`config.mk`:
```
export PLATFORM = sky130hd
export DESIGN_NAME = hangman_round_ctrl
export DESIGN_NICKNAME = d
export VERILOG_FILES = /design/src/rtl/hangman_round_ctrl.sv
export SDC_FILE = /design/constraint.sdc
export NUM_CORES = 1
export LEC_CHECK = 0
export BUFFER_PORTS_ARGS = -buffer_cell sky130_fd_sc_hd__buf_2
export CAP_MARGIN = 10
export CORE_ASPECT_RATIO = 0.6
export CORE_MARGIN = 2
export CORE_UTILIZATION = 45
export CTS_CLUSTER_SIZE = 40
export DETAILED_ROUTE_END_ITERATION = 7
export PLACE_DENSITY = 0.68
export SYNTH_ARGS = -nofsm -noshare
export SYNTH_HDL_FRONTEND = slang
export SYNTH_SLANG_ARGS = --single-unit
```
`constraint.sdc`:
```
create_clock -name clk -period 2.6 [get_ports clk]
set_input_delay 0.52 -clock clk [delete_from_list [all_inputs] [get_ports clk]]
set_output_delay 0.52 -clock clk [all_outputs]
set_load 0.01 [all_outputs]
```
`src/rtl/hangman_round_ctrl.sv`:
```
// hangman_round_ctrl: single-round hangman controller tracking revealed slots,
// guessed letters and misses, declaring win or loss.
module hangman_round_ctrl #(
    parameter  int WORD_LEN  = 6,
    parameter  int MAX_WRONG = 4,
    localparam int WW        = $clog2(MAX_WRONG + 1)
) (
    input  logic                  clk,
    input  logic                  reset,
    input  logic                  start,
    input  logic [5*WORD_LEN-1:0] word_in,
    input  logic                  guess_valid,
    input  logic [4:0]            guess_letter,
    output logic                  guess_ready,
    output logic [1:0]            state,
    output logic [WORD_LEN-1:0]   revealed,
    output logic [25:0]           guessed,
    output logic [WW-1:0]         wrong_count,
    output logic [WW-1:0]         lives_left,
    output logic                  hit,
    output logic                  miss,
    output logic                  dup
);
    localparam logic [1:0] S_IDLE = 2'd0;
    localparam logic [1:0] S_PLAY = 2'd1;
    localparam logic [1:0] S_WIN  = 2'd2;
    localparam logic [1:0] S_LOSE = 2'd3;

    logic [1:0]            r_state;
    logic [1:0]            w_state_next;
    logic [5*WORD_LEN-1:0] r_word;
    logic [WORD_LEN-1:0]   r_revealed;
    logic [25:0]           r_guessed;
    logic [WW-1:0]         r_wrong;
    logic                  r_hit;
    logic                  r_miss;
    logic                  r_dup;
    logic [WORD_LEN-1:0]   w_unused;
    logic [WORD_LEN-1:0]   w_match;
    logic [25:0]           w_letter_bit;
    logic                  w_accept;
    logic                  w_dup;
    logic                  w_any;
    logic                  w_new;
    logic [WORD_LEN-1:0]   w_rev_next;
    logic [WW-1:0]         w_wrong_next;

    // Unused slots carry codes >= 26, so they can never match an accepted guess.
    for (genvar i = 0; i < WORD_LEN; i++) begin : g_slot
        assign w_unused[i] = word_in[5*i +: 5] >= 5'd26;
        assign w_match[i]  = r_word[5*i +: 5] == guess_letter;
    end

    assign w_letter_bit = 26'(1) << guess_letter;
    assign w_accept     = guess_valid && r_state == S_PLAY && guess_letter < 5'd26;
    assign w_dup        = |(r_guessed & w_letter_bit);
    assign w_any        = |w_match;
    assign w_new        = w_accept && !w_dup;
    assign w_rev_next   = r_revealed | w_match;
    assign w_wrong_next = (r_wrong == WW'(MAX_WRONG)) ? r_wrong : r_wrong + WW'(1);

    always_ff @(posedge clk or posedge reset) begin
        if (reset)
            r_state <= S_IDLE;
        else
            r_state <= w_state_next;
    end

    always_comb begin
        w_state_next = r_state;
        if (start)
            w_state_next = &w_unused ? S_WIN : S_PLAY;
        else if (w_new && w_any && &w_rev_next)
            w_state_next = S_WIN;
        else if (w_new && !w_any && w_wrong_next == WW'(MAX_WRONG))
            w_state_next = S_LOSE;
    end

    always_comb begin
        guess_ready = r_state == S_PLAY;
        state       = r_state;
        revealed    = r_revealed;
        guessed     = r_guessed;
        wrong_count = r_wrong;
        lives_left  = WW'(MAX_WRONG) - r_wrong;
        hit         = r_hit;
        miss        = r_miss;
        dup         = r_dup;
    end

    always_ff @(posedge clk or posedge reset) begin
        if (reset) begin
            r_word     <= '0;
            r_revealed <= '0;
            r_guessed  <= '0;
            r_wrong    <= '0;
            r_hit      <= 1'b0;
            r_miss     <= 1'b0;
            r_dup      <= 1'b0;
        end else if (start) begin
            r_word     <= word_in;
            r_revealed <= w_unused;
            r_guessed  <= '0;
            r_wrong    <= '0;
            r_hit      <= 1'b0;
            r_miss     <= 1'b0;
            r_dup      <= 1'b0;
        end else begin
            r_hit  <= w_new && w_any;
            r_miss <= w_new && !w_any;
            r_dup  <= w_accept && w_dup;
            if (w_new) begin
                r_guessed  <= r_guessed | w_letter_bit;
                r_revealed <= w_rev_next;
                if (!w_any)
                    r_wrong <= w_wrong_next;
            end
        end
    end
endmodule
```
Yosys cells after proc, flatten, opt, wreduce, memory -nomap -nowiden

Cells that the tools add are included.
Widths: inputs -> output; s select.

Register bits after elaboration: 70
Input port bits: 39
Output and inout bits: 44
Word-level logic and storage cells: 63

Add/sub/neg operators: 2
$lt $le $gt $ge: 7
Eq/ne operators: 10
Shifts and indexed selects: 1
Muxes and demuxes: 15
Bitwise logic cells: 3
Reduce and logical (&&, ||, !) cells: 17

Operator list:

| cell                 | count |
|---|---|
| $mux 26              | 2 |
| $eq 5x5->1           | 6 |
| $ge 5x5->1 const B   | 6 |
| $and 26x26->26       | 1 |
| $or 26x26->26        | 1 |
| $reduce_or 26->1     | 1 |
| $shl 1x5->26 const A | 1 |
| $mux 3               | 4 |
| $mux 6               | 2 |
| $reduce_and 6->1     | 2 |
| $logic_and 1x1->1    | 8 |
| $mux 2               | 4 |
| $eq 3x3->1 const B   | 2 |
| $or 6x6->6           | 1 |
| $reduce_or 6->1      | 1 |
| $lt 5x5->1 const B   | 1 |
| $add 3x1->3 const B  | 1 |
| $mux 1               | 3 |
| $reduce_bool 3->1    | 1 |
| $sub 3x3->3 const A  | 1 |
| $eq 2x1->1 const B   | 1 |
| $logic_not 1->1      | 2 |
| $ne 2x2->1 const B   | 1 |
| $reduce_and 2->1     | 1 |
| $reduce_bool 2->1    | 1 |

Logic depth before layout (Yosys ltp)

Gate-level depths: netlist (run 1).

Word-level depth: 10
Gate-level depth with buffers: 11
Depth with buffers taken out: 7

Least setup slack after synthesis (run 1)

Ideal clock, no wire load.

Path kind: input-to-reg
Start: in guess_letter[4]
End: reg r_wrong[2] (netlist: wrong_count[2])
Data arrival time: 2286 ps
Data required time: 2475 ps
Slack: 189 ps
Cell stages on the path: 10
Path through: buf_2 -> buf_6 -> mux2_2 -> nand3_1 -> nand4_1 -> nor4_1 -> and2b_1 -> buf_6 -> and4_4 -> mux2_4

Cells in the longest elaborated chain, start to end: 7
Elaborated cells on any way between the ends: 17
Classes of those cells: 1 x order compare; 7 x eq/ne; 1 x shift; 1 x bitwise; 7 x reduce/logical

RTL lines:

| element                      | RTL line | source |
|---|---|---|
| start: declaration           | 13       | `input logic [4:0] guess_letter,` |
| $shl 1x5->26                 | 54       | `assign w_letter_bit = 26'(1) << guess_letter;` |
| $and 26x26->26               | 56       | `assign w_dup = \|(r_guessed & w_letter_bit);` |
| $reduce_or 26->1             | 56       |  |
| $logic_not 1->1              | 58       | `assign w_new = w_accept && !w_dup;` |
| $logic_and 1x1->1            | 58       |  |
| $reduce_bool 2->1 (no line)  | -        |  |
| $reduce_and 2->1 (no line) * | -        |  |
| end signal: assignment       | 116      | `r_wrong <= w_wrong_next;` |
| end: declaration             | 34       | `logic [WW-1:0] r_wrong;` |

Mark *: on every way between the ends. The rest lies on a longest branch, timed or not.
A chain may end at the register's enable or synchronous reset.

Final worst setup path (run 1)

Start: in guess_letter[0]
End: reg r_guessed[12] (netlist: guessed[12])

Cells in the longest elaborated chain, start to end: 6
Elaborated cells on any way between the ends: 11
Classes of those cells: 1 x order compare; 1 x shift; 2 x mux; 2 x bitwise; 5 x reduce/logical

RTL lines:

| element                     | RTL line | source |
|---|---|---|
| $shl 1x5->26                | 54       |  |
| $and 26x26->26              | 56       |  |
| $reduce_or 26->1            | 56       |  |
| $logic_not 1->1             | 58       |  |
| $logic_and 1x1->1           | 58       |  |
| $reduce_bool 2->1 (no line) | -        |  |
| end signal: assignment      | 113      | `r_guessed <= r_guessed \| w_letter_bit;` |
| end: declaration            | 33       | `logic [25:0] r_guessed;` |

Several ways; a longest one is shown, not always the timed one. The select of a mux whose other input is x is not followed.

==> results.toml, run 1 <==
[setup_path]
cp.required_ns = 2.86
ff2ff_path_depth = 8
crit_fanout = 26
startpoint_type = "input pin"
cp-end-kind = "register"
critPathArrivalTime_ns = 2.62
critPathKind = "input pin to register"

[pwr]
power_density_nw_per_um2 = 620
leakagePower_nw = 2.19
worst_ir_drop_vdd_mv = 0.541

[synth]
synth_top_family_by_area = "simple AND/OR/NAND/NOR gates"
synth_cells = 334
synthAdderAreaFrac_pct = 1.02
synth_compound_area_share_pct = 10.5
ys.flop_type = "dfrtp_1"
synth_nets = 376
synthSimpleGateAreaFrac_pct = 14.2
synthMuxAreaShare_pct = 14.1
synth_cell_type_count = 49
synth_warnings = 0
synth_xor_area_share_pct = 7.36
async_flop_share_pct = 100
syn-cell-area_sq_um = 3690
synth_edf_count = 0
avgSynthCellArea_sq_um = 11.0
ys_seq_area_share_pct = 47.5
ys_ff_latch = 70

[layout]
final_common_cell = "buf_2"
nNetsFinal = 477
syn2layout_area_growth_pct = 26.4
n_antenna_cell = 0
finish.utilization_pct = 59.0
final_cell_mix = "buf_2, dfrtp_1, nor2_1"
layout-drive-gt1-share_pct = 38.9

[clocking]
cts.sinks = 70
clockRootBuffer = "clkbuf_16"
cts_tree = "built"
clock_latency_ns = 0.34
numCtsBuffers = 9
ctsHoldBuffers = 0
cts_buffer_depth = 2
cts.repair.resized = 0
htree_levels = 3
clk_pin_slew_worst_paths_ns = 0.06
cts_setup_buffers = 0

[floorplanning]
die_area_sq_um = 8960
placementRows = 25
die_height_um = 74.1
die_w_um = 121
ioPinCount = 83
core_sq_um = 7910
start_util_pct = 46.6

[sta]
min_period_over_period_pct = 90.6
whs_ns = 0.251
setup_viol = 0
rsz0062_at_grt = "false"
fmax_mhz = 424
drv_slew = 0
hold_viol = 0
finalCriticalPeriod_ns = 2.36
slew_headroom_pct = 59.7
worst_pin_slew_ns = 0.603
finalClockSkew_ns = 0.00674

[route]
postRouteWirelength_um = 9550
viasPerCell = 5.53
drtPass1Iterations = 4
wl_per_cell_um = 17.4
drt_iter0_markers = 321
dr_total_vias = 3031
detail-route-antenna-nets = 0
drc = 0

[grt]
grt_pass1_vias = 2844
grt_start_max_net_pins = 44
grt_usage_pct = 22.5
antenna_found_initial = 0
gr-total-overflow = 0
grt_pass1_wl_um = 15300

[run_status]
status = "completed"

[worst_hold_path]
holdCritPathClass = "input pin to async pin"

[place]
post-dp-hpwl_um = 7110
gp_congestion = 0.906
io_buffer_count = 82

[job]
drv_cap = 0
==> Yosys cell counts, drive strengths merged, types with 2 or more instances <==
master,n,area [sq um]
dfrtp,70,1750
mux2,36,409
nor2,35,131
xnor2,19,166
buf,18,149
a31oi,16,100
a41oi,12,105
xor2,12,105
mux2i,11,110
nand3,11,55.1
nor3,11,55.1
nor2b,9,56.3
clkbuf,7,26.3
a21oi,6,30.0
inv,6,22.5
o211ai,6,45.0
nand2,4,15.0
nand2b,4,25.0
o21ai,4,20.0
and2,3,18.8
ha,3,37.5
nor4,3,25.0
o22ai,3,18.8
o311ai,3,26.3
and3b,2,17.5
nand4,2,12.5
nor3b,2,20.0
nor4bb,2,20.0
or3,2,12.5
or4,2,15.0
==> layer usage <==
metal	part of all wire [%]	up-vias	routed length, um	track usage (%)
met5	0	-	0	0
met4	1.0	0	96	6.33
met3	6.9	9	660	7.06
met1	51	1494	4880	34.3
met2	41	112	3920	30.5
li1	-	1416	-	-
==> state kept, by name (all words and copies together), names as in the netlist <==
register / count
guessed: 26
miss: 1
hit: 1
dup: 1
state: 2
wrong_count: 3
revealed: 6
r_word: 30
==> worst max-delay path: stages <==
cell and delay, ns:
buf_2 0.23, mux2_2 0.36, a22oi_1 0.15, o311ai_0 0.14, nor4_1 0.35, and2b_1 0.25
buf_4 0.30, a41oi_1 0.17, nor2_1 0.14
==> area by class of cell <==
class,count,area [sq um]
well taps,108,135
inverters,6,22.5
clock inverters,7,82.6
repair buffers,115,708
flip-flops and latches,70,1750
multi-input cells,233,1740
clock buffers,9,225
fillers,667,3250
==> stage by stage <==
stage | std cells | power, mW | setup WS, ns | area (sq um) | setup TNS (ns)
final | 548 | 2.89 | 0.244 | 4670 | 0
after global routing | 548 | 3.02 | 0.108 | 4670 | 0
after CTS | 548 | 2.92 | 0.278 | 4670 | 0
after detailed placement | 532 | 1.66 | -0.0692 | 4360 | -0.271
after global placement | 532 | 1.64 | -0.00965 | 4360 | -0.00965
after floorplan | 334 | 1.49 | 0.189 | 3690 | 0
==> kinds of logic (layout without fill, tap and decap cells) <==
logic type	count (synthesis)	after routing
AO/OA/AOI/OAI	55	55
XOR/XNOR	31	31
adder cells (fa/ha/maj)	3	3
buffers and inverters	31	137
flip-flops	70	70
multiplexers	47	47
AND/OR/NAND/NOR	97	97
==> report_power, final <==
part / internal [mW] / leakage, nW / switching, mW
Sequential: 1.15 / 0.899 / 0.0503
Clock: 0.755 / 0.144 / 0.501
Combinational: 0.209 / 1.15 / 0.225
Total: 2.12 / 2.19 / 0.776
==> worst paths after layout <==
| path | to | startpoint | slack (ns) |
|---|---|---|---|
| max in group asynchronous | wrong_count[1] | reset | 1.71 |
| min in group clk | r_word[20] | word_in[20] | 0.41 |
| setup reg to reg | guessed[12] | guessed[9] | 0.32 |
| hold reg to reg | guessed[22] | guessed[22] | 0.53 |
| setup / recovery | guessed[12] | guess_letter[0] | 0.24 |
| hold / removal | guessed[14] | reset | 0.25 |
Note: power is estimated with default switching activity, not from simulation.
==> run 2, diff against run 1 <==
- MAX_ROUTING_LAYER: unset -> met4
- clock period: 2.6 -> 2.36 ns (I/O delays scaled with it)
==> results.toml, run 2 (same netlist as run 1, synthesis figures left out) <==
[run_status]
status = "completed"

[floorplanning]
core_sq_um = 7910
die_height_um = 74.1
placementRows = 25
start_util_pct = 46.6
die_area_sq_um = 8960
ioPinCount = 83
die_w_um = 121

[layout]
finish.utilization_pct = 60.7
largest_reg_flops = 30
regMostFlops = "r_word"
n_antenna_cell = 0
seq_area_sq_um = 1750
multi_input_area_sq_um = 1750
syn2layout_area_growth_pct = 30.2
final_cells = 560
layout-drive-gt1-share_pct = 40.7
final_common_cell = "buf_2"
nFillCells = 681
final_cell_mix = "buf_2, dfrtp_1, buf_4"
nNetsFinal = 490

[job]
drv_cap = 0

[route]
dr_total_vias = 3038
postRouteWirelength_um = 9520
drt_iter0_markers = 243
detail-route-antenna-nets = 0
viasPerCell = 5.43
wl_per_cell_um = 17.0
drc = 0
drtPass1Iterations = 4

[sta]
min_period_over_period_pct = 93.2
finalClockSkew_ns = 0.00433
fin_tns_setup_ns = 0
setup_viol = 0
worst_pin_slew_ns = 0.610
hold_viol = 0
rsz0062_at_grt = "false"
whs_ns = 0.196
fmax_mhz = 455
finalCriticalPeriod_ns = 2.20
drv_slew = 0
slew_headroom_pct = 59.0

[setup_path]
critPathKind = "input pin to register"
cp-end-kind = "register"
crit_fanout = 13
startpoint_type = "input pin"
critPathArrivalTime_ns = 2.41
cp.required_ns = 2.58

[clocking]
cts_tree = "built"
cts.sinks = 70
clock_latency_ns = 0.33
numCtsBuffers = 9
clk_pin_slew_worst_paths_ns = 0.05
cts_buffer_depth = 2
ctsHoldBuffers = 0
clockRootBuffer = "clkbuf_16"
htree_levels = 3

[pwr]
power_mw = 3.36
power_density_nw_per_um2 = 698
leakagePower_nw = 2.28
worst_ir_drop_vdd_mv = 0.483

[place]
io_buffer_count = 82
post-dp-hpwl_um = 7060
gp_congestion = 0.876
dp_cells = 544

[grt]
grt_usage_pct = 23.0
gr-total-overflow = 0
grt_start_max_net_pins = 71
grt_pass1_wl_um = 15000
antenna_found_initial = 0
grt_pass1_vias = 2836

[worst_hold_path]
holdCritPathClass = "input pin to async pin"
run 2: power by group:
group	switching, mW	leakage (nW)	internal (mW)	total [mW]
Clock	0.481	0.166	1.05	1.53
Sequential	0.0591	0.899	1.27	1.33
Combinational	0.246	1.21	0.245	0.491
run 2: stage by stage:
| step | area (sq um) | worst slack, ns |
|---|---|---|
| final | 4810 | 0.161 |
| after global routing | 4810 | 0.00144 |
| after CTS | 4790 | 0.0366 |
| after detailed placement | 4450 | -0.312 |
| after global placement | 4450 | -0.241 |
| after floorplan | 3700 | 0.0417 |
run 2: worst max-delay path, stage by stage:
cell and delay [ns]:
buf_2 0.25, buf_4 0.24, buf_4 0.13, nor3_1 0.04
nand3_1 0.09, nand4_1 0.11, nor4_2 0.26, and2b_2 0.26
nor3b_2 0.22, mux2_1 0.34
run 2: final cells by class:
type	instances	share of cell area, %
clock inverter	4	1.98
inverter	6	0.469
multi-input combinational	233	36.4
clock buffer	11	5.05
timing repair buffer	128	16.9
tap	108	2.81
sequential	70	36.4
run 2: per-layer routing:
layer / vias to the layer above / global-route usage [%] / share of wire (%)
li1: 1444 / - / -
met1: 1494 / 33.5 / 50
met2: 90 / 31.3 / 43
met3: 10 / 6.21 / 5.9
met4: 0 / 6.33 / 1.1
met5: - / - / 0
run 2: what timing repair did:
| action | CTS | global route |
|---|---|---|
| gates resized for setup | 0 | 3 |
| setup endpoints to repair | 0 | 22 |
| buffers inserted | 0 | 1 |
run 2: final timing paths:
kind	from	endpoint	slack (ns)	cells past startpoint
setup / recovery	guess_letter[4]	wrong_count[0]	0.16	10
hold / removal	reset	r_word[21]	0.20	3
setup reg to reg	guessed[9]	wrong_count[0]	0.17	7
hold reg to reg	guessed[11]	guessed[11]	0.52	2
max in group asynchronous	reset	guessed[12]	1.84	3
min in group clk	word_in[0]	r_word[0]	0.37	2
